### src/rtl/countdown_timer_mmss.sv
// MM:SS BCD countdown timer with pause, load, and a timed ring phase.
// Commands resolve by priority each cycle: stop, load, start, pause, tick.
module countdown_timer_mmss #(
  parameter int RING_TICKS = 30
) (
  input  logic        clk,
  input  logic        rst,
  input  logic        tick,
  input  logic        load,
  input  logic [15:0] load_data,
  input  logic        start,
  input  logic        pause,
  input  logic        stop,
  output logic [15:0] mm_ss,
  output logic [1:0]  state,
  output logic        running,
  output logic        ring,
  output logic        expired_pulse
);

  localparam int CW = $clog2(RING_TICKS + 1);

  typedef enum logic [1:0] {
    S_IDLE  = 2'b00,
    S_RUN   = 2'b01,
    S_PAUSE = 2'b10,
    S_RING  = 2'b11
  } st_t;

  st_t            st_q, st_d;
  logic [15:0]    t_q, t_d;
  logic [CW-1:0]  rc_q, rc_d;
  logic           exp_d;
  logic           can_load;

  function automatic logic [3:0] sat(
    input logic [3:0] v,
    input logic [3:0] mx
  );
    return (v > mx) ? mx : v;
  endfunction

  function automatic logic [15:0] clamp(input logic [15:0] v);
    return {sat(v[15:12], 4'd5), sat(v[11:8], 4'd9),
            sat(v[7:4], 4'd5), sat(v[3:0], 4'd9)};
  endfunction

  function automatic logic [15:0] dec(input logic [15:0] v);
    logic [3:0] mt, mu, s10, s1;
    {mt, mu, s10, s1} = v;
    if (s1 != 4'd0) begin
      s1 = s1 - 4'd1;
    end else begin
      s1 = 4'd9;
      if (s10 != 4'd0) begin
        s10 = s10 - 4'd1;
      end else begin
        s10 = 4'd5;
        if (mu != 4'd0) begin
          mu = mu - 4'd1;
        end else begin
          mu = 4'd9;
          mt = mt - 4'd1;
        end
      end
    end
    return {mt, mu, s10, s1};
  endfunction

  assign can_load = (st_q == S_IDLE) || (st_q == S_PAUSE);

  always_comb begin
    st_d  = st_q;
    t_d   = t_q;
    rc_d  = rc_q;
    exp_d = 1'b0;
    if (stop) begin
      if (st_q != S_IDLE) begin
        st_d = S_IDLE;
        rc_d = '0;
      end
    end else if (load) begin
      if (can_load) t_d = clamp(load_data);
    end else if (start) begin
      if (can_load && t_q != 16'h0000) st_d = S_RUN;
    end else if (pause) begin
      if (st_q == S_RUN) st_d = S_PAUSE;
    end else if (tick) begin
      unique case (st_q)
        S_RUN: begin
          if (t_q == 16'h0001) begin
            t_d   = 16'h0000;
            st_d  = S_RING;
            rc_d  = '0;
            exp_d = 1'b1;
          end else begin
            t_d = dec(t_q);
          end
        end
        S_RING: begin
          if (rc_q == CW'(RING_TICKS - 1)) begin
            st_d = S_IDLE;
            rc_d = '0;
          end else begin
            rc_d = rc_q + 1'b1;
          end
        end
        default: ;
      endcase
    end
  end

  always_ff @(posedge clk or posedge rst) begin
    if (rst) begin
      st_q          <= S_IDLE;
      t_q           <= 16'h0000;
      rc_q          <= '0;
      expired_pulse <= 1'b0;
    end else begin
      st_q          <= st_d;
      t_q           <= t_d;
      rc_q          <= rc_d;
      expired_pulse <= exp_d;
    end
  end

  assign mm_ss   = t_q;
  assign state   = st_q;
  assign running = (st_q == S_RUN);
  assign ring    = (st_q == S_RING);

endmodule
### config.mk
export PLATFORM = sky130hd
export DESIGN_NAME = countdown_timer_mmss
export DESIGN_NICKNAME = d
export VERILOG_FILES = /design/src/rtl/countdown_timer_mmss.sv
export SDC_FILE = /design/constraint.sdc
export NUM_CORES = 1
export LEC_CHECK = 0
export BUFFER_PORTS_ARGS = -buffer_cell sky130_fd_sc_hd__buf_4
export CORE_ASPECT_RATIO = 2
export CORE_MARGIN = 2
export CORE_UTILIZATION = 30
export DETAILED_ROUTE_END_ITERATION = 10
export PLACE_DENSITY = 0.49
export SLEW_MARGIN = 40
export SYNTH_ARGS = -nofsm -noshare
export SYNTH_HDL_FRONTEND = slang
export SYNTH_SLANG_ARGS = --single-unit
### constraint.sdc
create_clock -name clk -period 5.3 [get_ports clk]
set_input_delay 1.325 -clock clk [delete_from_list [all_inputs] [get_ports clk]]
set_output_delay 1.325 -clock clk [all_outputs]
set_load 0.02 [all_outputs]
; ---- Yosys cells after proc, flatten, opt, wreduce, memory -nomap -nowiden
; Cells that the tools add are included.
[classes]
shift = 0
order_cmp = 4
n_eq_ne = 20
multipliers = 0
reduce_logical = 20
bitwise_logic = 1
div_mod_pow = 0
add_sub_neg = 5
mux = 47
[ops]
columns = operator, n
row1 = 2-to-1 mux 16 bit, 7
row2 = 2-to-1 mux 4 bit, 13
row3 = 2-to-1 mux 5 bit, 8
row4 = 2-to-1 mux 2 bit, 10
row5 = nonzero test 4 bit, 5
row6 = "== test 16 x 1 -> 1 bit, second input constant", 1
row7 = AND reduction 8 bit, 2
row8 = nonzero test 16 bit, 1
row9 = "subtractor 4 x 1 -> 4 bit, second input constant", 4
row10 = AND reduction 7 bit, 2
row11 = "inequality test 2 x 1 -> 1 bit, second input constant", 5
row12 = "inequality test 5 x 4 -> 1 bit, second input constant", 2
row13 = case mux 5 bit (2 select lines), 1
row14 = "inequality test 3 bit, second input constant", 3
row15 = AND reduction 9 bit, 1
row16 = "> comparator 4 x 3 -> 1 bit, second input constant", 2
row17 = "> comparator 4 bit, second input constant", 2
row18 = nonzero test 2 bit, 4
row19 = 2-to-1 mux 1 bit, 7
row20 = AND reduction 6 bit, 1
row21 = "adder 5 x 1 -> 5 bit, second input constant", 1
row22 = "== test 5 bit, second input constant", 1
row23 = "== test 2 bit, second input constant", 2
row24 = "inequality test 2 bit, second input constant", 2
row25 = 10 further kinds, 10
[totals]
n_memories = 0
rom_bits = 0
latch_bits = 0
ram_bits = 0
ff_bits = 24

; ---- Logic depth before layout (Yosys ltp)
; Gate-level depths: netlist (run 1).
[depth]
ltp_word = 10
ltp_mapped = 8

; ---- Worst setup path after synthesis (run 1)
; Ideal clock, no wire load.
[synth_timing]
path_type = in2reg
startpoint = in start
endpoint = reg t_q[8] (netlist: mm_ss[8])
setup_time_ps = 127
arrival_ps = 2645
path_stages = 6
setup_slack_ps = 2527
cell_sequence = buf_4 -> nor4b_4 -> a21oi_1 -> a211oi_2 -> and2_4 -> mux2_1
[synth_via]
elab_chain_cells = 2
[synth_rtl]
columns = item, line_no
row1 = "start, declared", 11  ; input logic start,
row2 = inequality test 2 bit (no line), --
row3 = AND reduction 8 bit (no line), --
row4 = "end signal, assigned", 121  ; t_q <= t_d;
row5 = "end, declared", 31  ; logic [15:0] t_q, t_d;
; No other way between the ends.
; A chain may end at the register's enable or synchronous reset.

; ---- Worst setup path in the final report (run 1)
[layout_timing]
startpoint = in load
endpoint = reg t_q[8] (netlist: mm_ss[8])
[layout_via]
elab_chain_cells = 2
word_cells_on_any_way = 9
classes_between = eq/ne: 5 / mux: 1 / reduce/logical: 3
[layout_rtl]
columns = item, line_no
row1 = "start, declared", 9  ; input logic load,
row2 = "inequality test 3 bit (no line), or another cell as far along", --
row3 = AND reduction 8 bit (no line), --
; Several ways; a longest one is shown, not always the timed one.

==> out/results.tsv, run 1 <==
metric	value	unit
routed wire length per instance	15.83	µm
clock latency reported for the late side of the worst-skew pair	0.26	ns
FF-to-FF setup slack	2.86	ns
worst supply voltage drop on vdd	0.1813	mV
GR Overflow Total	0	
Worst Path Max Fanout	32	
die footprint	6661	µm²
Overall Global Routing Usage	0.1506	
vertical extent of the die	113.4	µm
final critical-path required period	2.846	ns
TritonCTS clock tree	yes	
overall power	1.116	mW
# clock sinks	24	
Syn. warnings	0	
worst setup timing slack at the placement stage	2.177	ns
sequential fraction of the synthesis area	0.3343	
number of top-level pins	44	
Worst Clk Skew	0.004213	ns
drt pass-1 iters	7	
Worst Setup End Kind	flip-flop	
flip-flop cell with the highest count after synthesis	dfrtp_1	
most frequent cell after synthesis	dfrtp_1	
Detailed Route Iter0 Violations	66	
ranking of synthesized cells by instance count	dfrtp_1 (24), o21ai_0 (21), nand2_1 (19), nor2_1 (15), inv_1 (13)	
Crit path required time	5.45	ns
clock edge transition at the registers on the reported setup and hold paths	0.07	ns
series of cell instances along the critical path	buf_4 > nor4b_4 > a21oi_1 > a211oi_2 > buf_4 > and2_4 > mux2_1	
share of flip-flops with an asynchronous set or reset after synthesis	1.000	
post-synthesis instance area	1797	µm²
number of nets at the end of the flow	268	
Hold-fix buffers, CTS	0	
number of placement rows	39	
global-route wire length before repair	7831	µm
Setup Crit Path Kind	input port to flip-flop	
number of antenna diodes	0	
maximum cell stage delay along the critical path	0.35	ns
total wirelength of the detailed-routed design	4734	µm
Via Count	1666	
average footprint of a synthesized cell	9.120	µm²
final design utilization	0.3937	
arrival time at the worst endpoint	2.99	ns
slew at the pin closest to its max-slew limit	0.5440	ns
antenna violations before repair	0	
number of enable flip-flop cells after synthesis	0	
setup ws final	2.454	ns
run status	complete, but fails checks	
Synth top area share	0.3343	
count of buffer and inverter cells on the critical path	2	
DIE WIDTH	58.72	µm
DRC Markers	2	
maximum capacitance violations	0	
Max Root-Sink Buffers	2	
Yosys cell types	57	
max-slew violations	0	
most numerous cell on the critical path	buf_4	
Leak Pwr	1.033	nW
violated checks	DRC	
RSZ-0062 raised after global routing	no	
ratio of routed vias to standard cells	5.572	
Pwr Density	492.3	nW/µm²
final setup violating endpoints	0	
number of nets with antenna violations after routing	0	
port buffer count	43	
DPL Wire Length	3641	µm
cell at the root of the clock tree	clkbuf_16	
weighted congestion reported at the end of routability-driven placement	0.8240	
area of the core	5758	µm²
initial standard-cell utilization of the core	0.3120	
crit path max-delay cell type	nor4b_4	
synthesis-stage register bit count	24	
aggregate negative setup slack	0	ns
number of post-CTS setup repair buffers	0	
top cells by area, synth	dfrtp_1 (33%), o21ai_0 (5.8%), mux2i_1 (4.5%), ha_1 (4.2%), nand2_1 (4.0%)	
number of nets in the synthesized netlist	226	
cell family with most CP delay	simple AND/OR/NAND/NOR gates	
startpoint kind of the worst setup timing path	input port	
clock buffers created by TritonCTS	3	
highest clock frequency the design can meet	351.4	MHz
H-tree depth reported by CTS	1	
vias in the first global route	1597	
Max-Slew Margin vs Limit	0.6368	
final hold violation count	0	
Area Growth Syn to Fin	26.18	%
class of the tightest hold or removal check	flip-flop to flip-flop	
most area-hungry cell type in the Yosys netlist	dfrtp_1	
share of layout cells above drive strength 1	0.2857	
largest net degree at the start of global routing	33	
period utilization	0.5370	
cells resized by post-CTS repair	0	
Synth Instances	197	
## final timing paths
path / depth (start not counted) / end / start
setup / recovery: 7 / mm_ss[8]$_DFFE_PP0P_ / load
hold / removal: 1 / rc_q[0]$_DFFE_PP0P_ / rc_q[0]$_DFFE_PP0P_
setup reg to reg: 8 / mm_ss[8]$_DFFE_PP0P_ / mm_ss[8]$_DFFE_PP0P_
hold reg to reg: 1 / rc_q[0]$_DFFE_PP0P_ / rc_q[0]$_DFFE_PP0P_
max in group asynchronous: 2 / mm_ss[13]$_DFFE_PP0P_ / rst
min in group asynchronous: 2 / rc_q[0]$_DFFE_PP0P_ / rst
## layout by cell type, fill, tap and decap left out, drive strengths merged, types with 2 or more instances in the layout
cell	n
nor4	2
o2bb2ai	2
a211o	2
nand2b	2
and2	2
nor4b	2
a21oi	6
ha	6
nand4	4
a21o	4
nand3	6
nor3	8
buf	44
dfrtp	24
mux2	5
mux2i	8
clkbuf	3
inv	13
nor2	15
nor2b	5
a31oi	5
nand2	19
nor3b	4
a22o	3
o21ai	22
or2	2
o31ai	2
## per-stage QoR
step / cells / hold WS (ns) / area, µm²
after floorplan: 197 / 0.4966 / 1797
after global placement: 295 / 0.5341 / 2162
after detailed placement: 295 / 0.5400 / 2162
after CTS: 299 / 0.5463 / 2267
after global routing: 299 / 0.5815 / 2267
final: 299 / 0.5390 / 2267
## cells by family (layout without fill, tap and decap cells)
group / Yosys count / in the layout / synth area share
compound gates: 58 / 58 / 0.2319
fa+ha+maj: 6 / 6 / 0.04178
buf+inv: 20 / 61 / 0.05014
flops: 24 / 24 / 0.3343
mux: 13 / 13 / 0.07799
simple gates: 76 / 76 / 0.2639
## state kept, by name, summed over array words and instances (netlist names)
register       flops
expired_pulse      1
mm_ss             16
rc_q               5
state              2
## routing by layer
| layer | vias up | GRT usage | part of all wire |
|---|---|---|---|
| met5 | - | 0 | 0 |
| met4 | 0 | 0.05606 | 0.020 |
| met3 | 6 | 0.01020 | 0.030 |
| met2 | 38 | 0.2800 | 0.56 |
| met1 | 817 | 0.1715 | 0.38 |
| li1 | 805 | - | - |
## layout make-up
class	count	area [µm²]
Timing Repair Buffer	44	330.3
Inverter	13	48.80
Clock inverter	1	30.03
Multi-Input combinational cell	153	1106
Sequential cell	24	600.6
Fill cell	617	3491
Clock buffer	3	75.07
Tap cell	61	76.32
## report_power, final
part	switching [mW]	internal, mW	leakage (nW)
Combinational	0.291	0.249	0.677
Sequential	0.108	0.245	0.305
Clock	0.0730	0.150	0.0511
Power figures use the tool's default switching activity.
==> run 2: changes to the inputs <==
==> constraint.sdc (replaced) <==
create_clock -name clk -period 2.9 [get_ports clk]
set_input_delay 0.725 -clock clk [delete_from_list [all_inputs] [get_ports clk]]
set_output_delay 0.725 -clock clk [all_outputs]
set_load 0.02 [all_outputs]
==> run 2 against run 1 <==
The run still ends with DRC left. Clock power increased by 78%. Sequential cell count unchanged. Via count decreased by 2.0%. Cell count increased by 0.33%. Non-clock buffer count increased by 1. Largest power group unchanged.
==> out/results.tsv, run 2 (same netlist as run 1, synthesis figures left out) <==
metric	value	unit
final setup violating endpoints	0	
Worst Setup End Kind	flip-flop	
final critical-path required period	2.210	ns
Worst Path Max Fanout	6	
die footprint	6661	µm²
cells resized by post-CTS repair	0	
Critical Path Stages	7	
Worst Clk Skew	0.005815	ns
slew at the pin closest to its max-slew limit	0.4841	ns
share of layout cells above drive strength 1	0.2845	
routed wire length per instance	15.36	µm
clock latency reported for the late side of the worst-skew pair	0.26	ns
port buffer count	43	
total wirelength of the detailed-routed design	4607	µm
Crit path required time	3.05	ns
FF-to-FF setup slack	0.69	ns
Area Growth Syn to Fin	26.60	%
highest-count cells in the layout ignoring fill and taps	buf_4 (45), dfrtp_1 (24), o21ai_0 (21)	
series of cell instances along the critical path	inv_1 > ha_1 > nor3b_2 > nand4_1 > a211oi_2 > and2_4 > mux2_1	
final design utilization	0.3950	
worst reg2reg startpoint	mm_ss[9]$_DFFE_PP0P_	
Overall Global Routing Usage	0.1492	
global-route wire length before repair	7783	µm
DRC Markers	2	
overall power	2.023	mW
ratio of routed vias to standard cells	5.443	
number of antenna diodes	0	
cell family with most CP delay	simple AND/OR/NAND/NOR gates	
met3 wire length	137	µm
DPL Wire Length	3557	µm
count of buffer and inverter cells on the critical path	1	
cell area after layout	2275	µm²
setup ws final	0.6901	ns
drt pass-1 iters	7	
clock edge transition at the registers on the reported setup and hold paths	0.07	ns
# clock sinks	24	
dpl cell area	2170	µm²
weighted congestion reported at the end of routability-driven placement	0.7694	
antenna violations before repair	0	
highest routing layer actually used	met4	
number of placement rows	39	
initial standard-cell utilization of the core	0.3120	
period utilization	0.7620	
number of nets with antenna violations after routing	0	
area of the core	5758	µm²
largest net degree at the start of global routing	33	
most common cell after layout, fill and taps aside	buf_4	
GR Overflow Total	0	
FF-to-FF path depth	7	
cell at the root of the clock tree	clkbuf_16	
maximum capacitance violations	0	
arrival time at the worst endpoint	2.36	ns
number of top-level pins	44	
Hold-fix buffers, CTS	0	
Max Root-Sink Buffers	2	
Leak Pwr	1.039	nW
vias in the first global route	1659	
final hold violation count	0	
number of nets at the end of the flow	269	
post-route met1 wirelength	1747	µm
flip-flop count of the largest register after layout	16	
worst setup timing slack at the placement stage	0.5030	ns
H-tree depth reported by CTS	1	
critical register-to-register path endpoint	mm_ss[8]$_DFFE_PP0P_	
DIE WIDTH	58.72	µm
aggregate negative setup slack	0	ns
Max-Slew Margin vs Limit	0.6748	
run status	complete, but fails checks	
number of filler instances in the final layout	598	
Detailed Route Iter0 Violations	99	
violated checks	DRC	
max-slew violations	0	
total met2 wirelength after detailed routing	2638	µm
TritonCTS clock tree	yes	
Via Count	1633	
clock buffers created by TritonCTS	3	
number of post-CTS setup repair buffers	0	
worst supply voltage drop on vdd	0.3102	mV
vertical extent of the die	113.4	µm
RSZ-0062 raised after global routing	no	
Pwr Density	889.5	nW/µm²
highest clock frequency the design can meet	452.5	MHz
maximum cell stage delay along the critical path	0.42	ns
startpoint kind of the worst setup timing path	flip-flop	
crit path max-delay cell type	nor3b_2	
class of the tightest hold or removal check	input port to async pin	
Setup Crit Path Kind	flip-flop to flip-flop	
run 2: through the flow:
stage,std cells,hold WS [ns]
final,300,0.5166
after global routing,300,0.5454
after CTS,300,0.5298
after detailed placement,296,0.5316
after global placement,296,0.5357
after floorplan,197,0.4966
run 2: cell type report:
class	count	area (µm²)	share of cell area
Sequential cell	24	600.6	0.2640
Timing Repair Buffer	45	337.8	0.1485
Multi-Input combinational cell	153	1106	0.4862
Clock inverter	1	30.03	0.01320
Clock buffer	3	75.07	0.03300
Inverter	13	48.80	0.02145
Tap cell	61	76.32	0.03355
run 2: worst max path at each step:
stage / start / endpoint / slack, ns
after detailed placement: load / mm_ss[8]$_DFFE_PP0P_ / 0.50
after global routing: mm_ss[8]$_DFFE_PP0P_ / mm_ss[8]$_DFFE_PP0P_ / 0.48
final: mm_ss[9]$_DFFE_PP0P_ / mm_ss[8]$_DFFE_PP0P_ / 0.69
after global placement: load / mm_ss[8]$_DFFE_PP0P_ / 0.51
after floorplan: start / mm_ss[8]$_DFFE_PP0P_ / 0.73
after CTS: mm_ss[9]$_DFFE_PP0P_ / mm_ss[11]$_DFFE_PP0P_ / 0.66
run 2: report_power, final:
group / total (mW) / switching (mW) / leakage [nW] / internal (mW)
Combinational: 0.981 / 0.525 / 0.683 / 0.456
Sequential: 0.646 / 0.198 / 0.305 / 0.448
Clock: 0.396 / 0.122 / 0.0511 / 0.275
Total: 2.02 / 0.845 / 1.04 / 1.18
run 2: layer usage:
metal	vias up	GRT usage
li1	808	-
met1	789	0.1692
met2	30	0.2741
met3	6	0.01814
met4	0	0.05303
met5	-	0
run 2: worst register-to-register path: stages (launching register included):
cell and delay (ns):
dfrtp_1 0.39, inv_1 0.14, ha_1 0.18, nor3b_2 0.42
nand4_1 0.18, a211oi_2 0.25, and2_4 0.22, mux2_1 0.32
==> run 3: changes to the inputs <==
==> constraint.sdc (replaced) <==
create_clock -name clk -period 2.29 [get_ports clk]
set_input_delay 0.5725 -clock clk [delete_from_list [all_inputs] [get_ports clk]]
set_output_delay 0.5725 -clock clk [all_outputs]
set_load 0.02 [all_outputs]
==> run 3 against run 2 <==
The flow still finishes with violations (DRC). Clock skew shrank 0.0032 ns. Core utilization grew 1.5 points. Clock power grew 10%. Setup slack worse by 0.52 ns. Die area unchanged. Sequential cell count is the same. Combinational power rose by 41%. Power increased by 30%. Cell count up 3.3%. Sequential power increased by 26%. Global-route usage up 0.33 points. Cell area grew 3.9%. Critical path type unchanged. Largest cell class unchanged. Largest power group unchanged.
==> out/results.tsv, run 3 (same netlist as run 1, synthesis figures left out) <==
metric	value	unit
run status	complete, but fails checks	
violated checks	DRC	
dpl cell area	2250	µm²
aggregate negative setup slack	0	ns
cell at the root of the clock tree	clkbuf_16	
Detailed Route Iter0 Violations	50	
weighted congestion reported at the end of routability-driven placement	0.7725	
clock latency reported for the late side of the worst-skew pair	0.26	ns
number of antenna diodes	0	
clock edge transition at the registers on the reported setup and hold paths	0.06	ns
number of placement rows	39	
clock buffers created by TritonCTS	3	
overall power	2.626	mW
global-route wire length before repair	7866	µm
worst reg2reg startpoint	mm_ss[5]$_DFFE_PP0P_	
number of nets at the end of the flow	279	
Hold-fix buffers, CTS	0	
final setup violating endpoints	0	
Max-Slew Margin vs Limit	0.6958	
Overall Global Routing Usage	0.1524	
H-tree depth reported by CTS	1	
number of nets with antenna violations after routing	0	
antenna violations before repair	0	
Worst Path Max Fanout	4	
die footprint	6661	µm²
setup ws final	0.1733	ns
Via Count	1666	
maximum capacitance violations	0	
largest net degree at the start of global routing	32	
max-slew violations	0	
worst supply voltage drop on vdd	0.4878	mV
Crit path required time	2.44	ns
Hold Slack	0.3578	ns
number of top-level pins	44	
DRC Markers	2	
worst setup timing slack at the placement stage	0.1683	ns
flip-flop count of the largest register after layout	16	
final hold violation count	0	
class of the tightest hold or removal check	input port to async pin	
routed wire length per instance	15.18	µm
vertical extent of the die	113.4	µm
vias in the first global route	1673	
count of placed standard cells in the final layout, fillers left out	310	
final design utilization	0.4103	
source of the critical timing path	mm_ss[5]$_DFFE_PP0P_	
Pwr Density	1111	nW/µm²
slew at the pin closest to its max-slew limit	0.4553	ns
cell area after layout	2362	µm²
Leak Pwr	1.089	nW
area of the core	5758	µm²
highest clock frequency the design can meet	472.4	MHz
total wirelength of the detailed-routed design	4705	µm
most common cell after layout, fill and taps aside	buf_4	
GR Overflow Total	0	
highest-count cells in the layout ignoring fill and taps	buf_4 (53), dfrtp_1 (24), o21ai_0 (21)	
Setup Crit Path Kind	flip-flop to flip-flop	
initial standard-cell utilization of the core	0.3120	
# clock sinks	24	
Area Growth Syn to Fin	31.48	%
ratio of routed vias to standard cells	5.374	
drt pass-1 iters	7	
DIE WIDTH	58.72	µm
final critical-path required period	2.117	ns
startpoint kind of the worst setup timing path	flip-flop	
share of layout cells above drive strength 1	0.3133	
period utilization	0.9243	
RSZ-0062 raised after global routing	no	
TritonCTS clock tree	yes	
DPL Wire Length	3659	µm
Worst Clk Skew	0.002592	ns
Max Root-Sink Buffers	2	
port buffer count	43	
arrival time at the worst endpoint	2.27	ns
Worst Setup End Kind	flip-flop	
Placed Cells incl. Taps	305	
[run 3: worst paths after layout]
kind,depth (start not counted),end,slack (ns)
worst max register to register,7,mm_ss[8]$_DFFE_PP0P_,0.17
max in group asynchronous,3,rc_q[1]$_DFFE_PP0P_,1.68
min in group clk,1,rc_q[0]$_DFFE_PP0P_,0.54
worst max-delay path,7,mm_ss[8]$_DFFE_PP0P_,0.17
worst min register to register,1,rc_q[0]$_DFFE_PP0P_,0.54
worst min-delay path,3,rc_q[0]$_DFFE_PP0P_,0.36
[run 3: where the power goes]
part           internal, mW  total [mW]  switching (mW)
Clock                 0.268       0.436           0.168
Combinational         0.676        1.38           0.703
Sequential            0.566       0.812           0.245
[run 3: metal layers]
metal,global-route usage,up-vias,wire length (µm)
met5,0,-,0
met4,0.06061,0,103
met3,0.01701,8,114
met2,0.2837,29,2637
met1,0.1674,799,1849
li1,-,830,-
[run 3: final cells by class]
| cell class | count | area (µm²) |
|---|---|---|
| clock buffers | 4 | 88.84 |
| fillers | 595 | 3396 |
| inverters | 13 | 48.80 |
| multi-input cells | 153 | 1119 |
| flip-flops and latches | 24 | 600.6 |
| well taps | 61 | 76.32 |
| repair buffers | 55 | 429.2 |
[run 3: what timing repair did]
item,in CTS,in global routing
gates resized for setup,0,3
setup endpoints to repair,0,4
buffers inserted,0,1
[run 3: critical path, cell delays in order, from the launching register on]
cell	delay, ns
dfrtp_1	0.39
inv_1	0.10
ha_1	0.22
nor3b_4	0.32
nand4_1	0.15
a211oi_2	0.27
and2_4	0.23
mux2_1	0.32
